File: config.mk
export PLATFORM = sky130hd
export DESIGN_NAME = wb_coherency_ctrl
export DESIGN_NICKNAME = d
export VERILOG_FILES = /design/src/rtl/cache_pkg.sv /design/src/rtl/wb_ack_timer.sv /design/src/rtl/wb_coherency_ctrl.sv
export SDC_FILE = /design/constraint.sdc
export NUM_CORES = 1
export LEC_CHECK = 0
export BUFFER_PORTS_ARGS = -buffer_cell sky130_fd_sc_hd__buf_2
export CORE_ASPECT_RATIO = 0.5
export CORE_UTILIZATION = 47
export CTS_CLUSTER_DIAMETER = 50
export CTS_CLUSTER_SIZE = 8
export DETAILED_ROUTE_END_ITERATION = 8
export PLACE_DENSITY = 0.79
export RECOVER_POWER = 25
export SETUP_SLACK_MARGIN = 0.3
export SLEW_MARGIN = 40
export SYNTH_ARGS = -nofsm -noshare
export SYNTH_HDL_FRONTEND = slang
export SYNTH_SLANG_ARGS = --single-unit
File: constraint.sdc
create_clock -name clk -period 1.9 [get_ports clk]
set_input_delay 0.19 -clock clk [delete_from_list [all_inputs] [get_ports clk]]
set_output_delay 0.19 -clock clk [all_outputs]
set_load 0.02 [all_outputs]
File: src/rtl/cache_pkg.sv
// Shared types and constants for the write-back coherency controller.
package cache_pkg;

  localparam int DEF_ADDR_W    = 10;
  localparam int DEF_DATA_W    = 16;
  localparam int DEF_MAX_RETRY = 3;

  // Cycles the controller waits for a tag hit after accepting a write.
  localparam int LOOKUP_WINDOW = 2;
  // Cycles bus_req is held per invalidate attempt before backing off.
  localparam int ACK_WINDOW    = 2;

  typedef logic [DEF_ADDR_W-1:0] addr_t;
  typedef logic [DEF_DATA_W-1:0] data_t;

  typedef enum logic [2:0] {
    IDLE,
    LOOKUP,
    MARK,
    INV,
    INV_BACKOFF,
    WB,
    DONE
  } state_t;

endpackage

File: src/rtl/wb_ack_timer.sv
// Invalidate acknowledge window and retry bookkeeping.
// timeout fires on the last window cycle without an ack (ack wins a tie);
// exhausted reports that the allowed number of retries has been used.
module wb_ack_timer
  import cache_pkg::*;
#(
  parameter int MAX_RETRY = DEF_MAX_RETRY
) (
  input  logic clk,
  input  logic rst,
  input  logic clear,
  input  logic run,
  input  logic ack,
  output logic timeout,
  output logic exhausted
);

  localparam int WIN_W = $clog2(ACK_WINDOW);
  localparam int CNT_W = $clog2(MAX_RETRY + 1);

  logic [WIN_W-1:0] win_cnt;
  logic [CNT_W-1:0] retry_cnt;

  assign timeout   = run && !ack && (win_cnt == WIN_W'(ACK_WINDOW - 1));
  assign exhausted = (retry_cnt == CNT_W'(MAX_RETRY));

  // Count cycles spent waiting inside one invalidate attempt.
  always_ff @(posedge clk or posedge rst) begin
    if (rst) begin
      win_cnt <= '0;
    end else if (run && !ack && !timeout) begin
      win_cnt <= win_cnt + WIN_W'(1);
    end else begin
      win_cnt <= '0;
    end
  end

  // Count failed attempts; restarted for every newly accepted write.
  always_ff @(posedge clk or posedge rst) begin
    if (rst) begin
      retry_cnt <= '0;
    end else if (clear) begin
      retry_cnt <= '0;
    end else if (timeout && !exhausted) begin
      retry_cnt <= retry_cnt + CNT_W'(1);
    end
  end

endmodule

File: src/rtl/wb_coherency_ctrl.sv
// Write-hit coherency controller: lookup, mark dirty, broadcast invalidate
// with bounded retries, then write the captured data back to memory.
module wb_coherency_ctrl
  import cache_pkg::*;
#(
  parameter int ADDR_W    = DEF_ADDR_W,
  parameter int DATA_W    = DEF_DATA_W,
  parameter int MAX_RETRY = DEF_MAX_RETRY
) (
  input  logic              clk,
  input  logic              rst,
  input  logic              wr,
  input  logic [ADDR_W-1:0] addr_write,
  input  logic [DATA_W-1:0] wr_data,
  input  logic              cache_hit,
  output logic              busy,
  output logic              dirty_set,
  output logic [ADDR_W-1:0] line_addr,
  output logic              bus_req,
  input  logic              ack,
  output logic              mem_wr_req,
  output logic [DATA_W-1:0] mem_wr_data,
  input  logic              mem_wr_ack,
  output logic              done,
  output logic              err
);

  localparam int LK_W = $clog2(LOOKUP_WINDOW);

  state_t          state;
  state_t          state_nxt;
  logic [LK_W-1:0] lk_cnt;
  logic            lk_last;
  logic            accept;
  logic            in_inv;
  logic            inv_timeout;
  logic            retry_exhausted;

  assign accept  = (state == IDLE) && wr;
  assign in_inv  = (state == INV);
  assign lk_last = (lk_cnt == LK_W'(LOOKUP_WINDOW - 1));

  wb_ack_timer #(
    .MAX_RETRY (MAX_RETRY)
  ) u_ack_timer (
    .clk       (clk),
    .rst       (rst),
    .clear     (accept),
    .run       (in_inv),
    .ack       (ack),
    .timeout   (inv_timeout),
    .exhausted (retry_exhausted)
  );

  // State register; reset aborts any transaction without done/err.
  always_ff @(posedge clk or posedge rst) begin
    if (rst) begin
      state <= IDLE;
    end else begin
      state <= state_nxt;
    end
  end

  // Count lookup cycles so a missing hit gives up after the window.
  always_ff @(posedge clk or posedge rst) begin
    if (rst) begin
      lk_cnt <= '0;
    end else if (state == LOOKUP) begin
      lk_cnt <= lk_cnt + LK_W'(1);
    end else begin
      lk_cnt <= '0;
    end
  end

  // Capture address and data only when a write is accepted from IDLE.
  always_ff @(posedge clk or posedge rst) begin
    if (rst) begin
      line_addr   <= '0;
      mem_wr_data <= '0;
    end else if (accept) begin
      line_addr   <= addr_write;
      mem_wr_data <= wr_data;
    end
  end

  // Next-state and Moore outputs.
  always_comb begin
    state_nxt  = state;
    busy       = 1'b1;
    dirty_set  = 1'b0;
    bus_req    = 1'b0;
    mem_wr_req = 1'b0;
    done       = 1'b0;
    err        = 1'b0;
    case (state)
      IDLE: begin
        busy = 1'b0;
        if (wr) state_nxt = LOOKUP;
      end
      LOOKUP: begin
        if (cache_hit)    state_nxt = MARK;
        else if (lk_last) state_nxt = IDLE;
      end
      MARK: begin
        dirty_set = 1'b1;
        state_nxt = INV;
      end
      INV: begin
        bus_req = 1'b1;
        if (ack)              state_nxt = WB;
        else if (inv_timeout) state_nxt = INV_BACKOFF;
      end
      INV_BACKOFF: begin
        // The low cycle after the final failed attempt carries the error.
        err       = retry_exhausted;
        state_nxt = retry_exhausted ? IDLE : INV;
      end
      WB: begin
        mem_wr_req = 1'b1;
        if (mem_wr_ack) state_nxt = DONE;
      end
      DONE: begin
        done      = 1'b1;
        state_nxt = IDLE;
      end
      default: begin
        busy      = 1'b0;
        state_nxt = IDLE;
      end
    endcase
  end

endmodule

==> metrics <==
worst path required time roughly 2100 ps; DP HPWL ~2100 µm; ant diodes 0; Area after DPL approximately 1900 µm²; Comb power frac 0.479; Final Skew ~7.1 ps; Pins Over Slew Limit 0; vias around 1100; worst hold-check path type input pin to flip-flop; width of the die 81.77 µm; port bufs 63; hold depth 2; Avg Inst Size Synth between 10 and 15 µm²; FP Rows 14; DRC viols 0; Ports 64; antenna violation net count after detailed routing 0; synth warn 0; largest net degree at the start of global routing 34; end of the worst register-to-register path line_addr[0]$_DFFE_PP0P_; RSZ-0062 raised after global routing false; reg-to-reg slack, setup approximately 400 ps; cell count after synthesis between 100 and 150; routability cong. between 0.7 and 0.8; Final Cell Area 1977 µm²; CTS Buf Count 5; Sw Pwr 1.329 mW; clock slew at reported path FFs 60 ps; slew margin rel. 0.4792; WL final 2843 µm; Netlist Area Pre-Place 1495 µm²; critical path's largest stage delay between 300 and 400 ps; Power, Total around 3.6 mW; area grow syn2layout 32.22%; crit-path cells nor3_1, and2_1, buf_8, mux2_2; vias per cell roughly 5.0; Fill cells roughly 250; type of origin of the critical path flip-flop; Final Hold Vio Count 0; H-tree Lvls 2; grt total ovfl 0; fmax approximately 670 MHz; net count after synthesis 138; Slowest cell on crit path dfrtp_1; Final setup viols 0; clock buffer depth 2; number of synthesized flops with an enable pin 0; Endpoint, Worst Hold u_ack_timer.win_cnt$_DFF_PP0_; Seq cells post-synth 33; Int Power between 2 and 2.5 mW; Seq/Total Area, Yosys 0.5523; Final Net Count between 200 and 250; clock sink total 33; Initial DRC Count 36; Clk pwr share 0.183; Die Footprint around 3400 µm²; All-Layer GR Usage 0.1861; share of the synthesized area in the top cell type 0.5523; status finished, final reports clean; number of global-route vias before repair between 1000 and 1500; CTS tree built; Die H around 42 µm; crit path DAT about 1700 ps; wire length per cell about 13 µm; initial antenna violation count 0; Starting Density 0.4963; Slew @ Worst Pin approximately 780 ps; layout cells sized above 1 0.5909; first-pass GRT wire length between 4000 and 5000 µm; CTS Root Cell clkbuf_8; main area contributors after synthesis dfrtp_1 (55%), mux2_4 (18%), mux2_2 (6.0%); worst hold start ack; sequential power share 0.338; most frequent cells in the layout buf_2 (63), dfrtp_1 (33), mux2_4 (18); crit-path leading delay family simple AND/OR/NAND/NOR gates; register area 825.8 µm²; most common cell after layout, fill and taps aside buf_2; Std-Cell Core Area between 3000 and 4000 µm²; Most used DFF post-synth dfrtp_1; Tcrit/Tclk final 0.7883; max cap viols 0; Final min period 1498 ps; CP Capture Type flip-flop; DRT Pass-1 Iters 4; worst-skew pair later-pin latency 280 ps; sw frac 0.3669; R2R depth 4; Leak roughly 1.0 nW; footprint of the multi-input gates approximately 600 µm²; crit path max fanout 18; PwrDens 1832 nW/µm²; cts hold-fix bufs 0; worst vdd ir ~0.00085 V; number of buffers and inverters on the critical path 1; Setup TNS 0 ps; Crit Reg-Reg Startpoint state[1]$_DFFE_PP0P_; Synth area leader dfrtp_1; async set-reset flop share out of synthesis 1.000; count of cell types in the netlist 28; WS Path Type flip-flop to flip-flop
cell usage after synthesis, types with 2 or more instances:
cell      instances
buf_8             2
dfrtp_1          33
o31ai_1           2
and3b_1           2
nor2_1            2
nand3b_1          3
or4_1             2
a21oi_1           2
clkbuf_1          3
nor3_1            3
mux2_2            8
nor4b_1           2
mux2_4           18
nand2b_1          3
inv_1             4
nand2_1           2
o21ai_0           3
registers in the layout, indices dropped and copies added, names as in the netlist:
register	cells
line_addr	10
lk_cnt	1
mem_wr_data	16
state	3
u_ack_timer.retry_cnt	2
u_ack_timer.win_cnt	1
through the flow:
step / util / std cells / hold slack, ps / worst slack (ps)
after floorplan: - / 105 / 287.3 / 405.4
after global placement: 0.6150 / 208 / 289.9 / 391.8
after detailed placement: 0.6150 / 208 / 315.4 / 332.4
after CTS: 0.6537 / 216 / 13.98 / 331.1
after global routing: 0.6561 / 216 / 115.7 / 301.0
final: 0.6561 / 216 / 116.5 / 402.2
layer usage:
| metal | up-vias | track usage | share of wire |
|---|---|---|---|
| met5 | - | 0 | 0 |
| met4 | 0 | 0.04211 | 0.0046 |
| met3 | 2 | 0.06593 | 0.049 |
| met2 | 26 | 0.3074 | 0.52 |
| met1 | 530 | 0.2350 | 0.43 |
| li1 | 516 | - | - |
power by group through the flow:
| stage | clock network, mW | logic, mW | registers [mW] |
|---|---|---|---|
| 2_1_floorplan | 0 | 0.867 | 1.59 |
| 3_3_place_gp | 0 | 1.69 | 1.22 |
| 3_5_place_dp | 0 | 1.74 | 1.23 |
| 4_1_cts | 0.676 | 1.74 | 1.23 |
| 5_1_grt | 0.711 | 1.86 | 1.27 |
| 6_report | 0.663 | 1.73 | 1.22 |
how the worst max path moves through the flow:
stage                         start                    endpoint  slack [ps]  cells past startpoint
2_1_floorplan  state[1]$_DFFE_PP0P_    line_addr[9]$_DFFE_PP0P_         410                      5
3_3_place_gp   state[1]$_DFFE_PP0P_  mem_wr_data[9]$_DFFE_PP0P_         390                      4
3_5_place_dp   state[1]$_DFFE_PP0P_    line_addr[0]$_DFFE_PP0P_         330                      4
4_1_cts        state[1]$_DFFE_PP0P_    line_addr[0]$_DFFE_PP0P_         330                      4
5_1_grt        state[2]$_DFFE_PP0P_                        busy         300                      4
6_report       state[1]$_DFFE_PP0P_    line_addr[0]$_DFFE_PP0P_         400                      4
area by class of cell:
type	count	share of cell area
clock buffers	7	0.04367
multi-input cells	62	0.3057
repair buffers	69	0.1848
flip-flops and latches	33	0.4177
well taps	40	0.02532
inverters	4	0.007595
clock inverters	1	0.01519
cell families after synthesis:
logic type                 count (synthesis)  share of synthesized area
DFF                                       33                     0.5523
AOI/OAI and AO/OA                         10                    0.04184
and+or+nand+nor                           24                     0.1055
xor gates and xnor gates                   1                   0.005859
buffers and inverters                     10                    0.04519
muxes                                     26                     0.2410
adders and majority gates                  1                   0.008367
timing repair:
action / CTS / global route
setup buffers: 0 / 0
endpoints found under the setup margin: 0 / 19
resized for setup: 0 / 3
(Power assumes the default switching activity.)
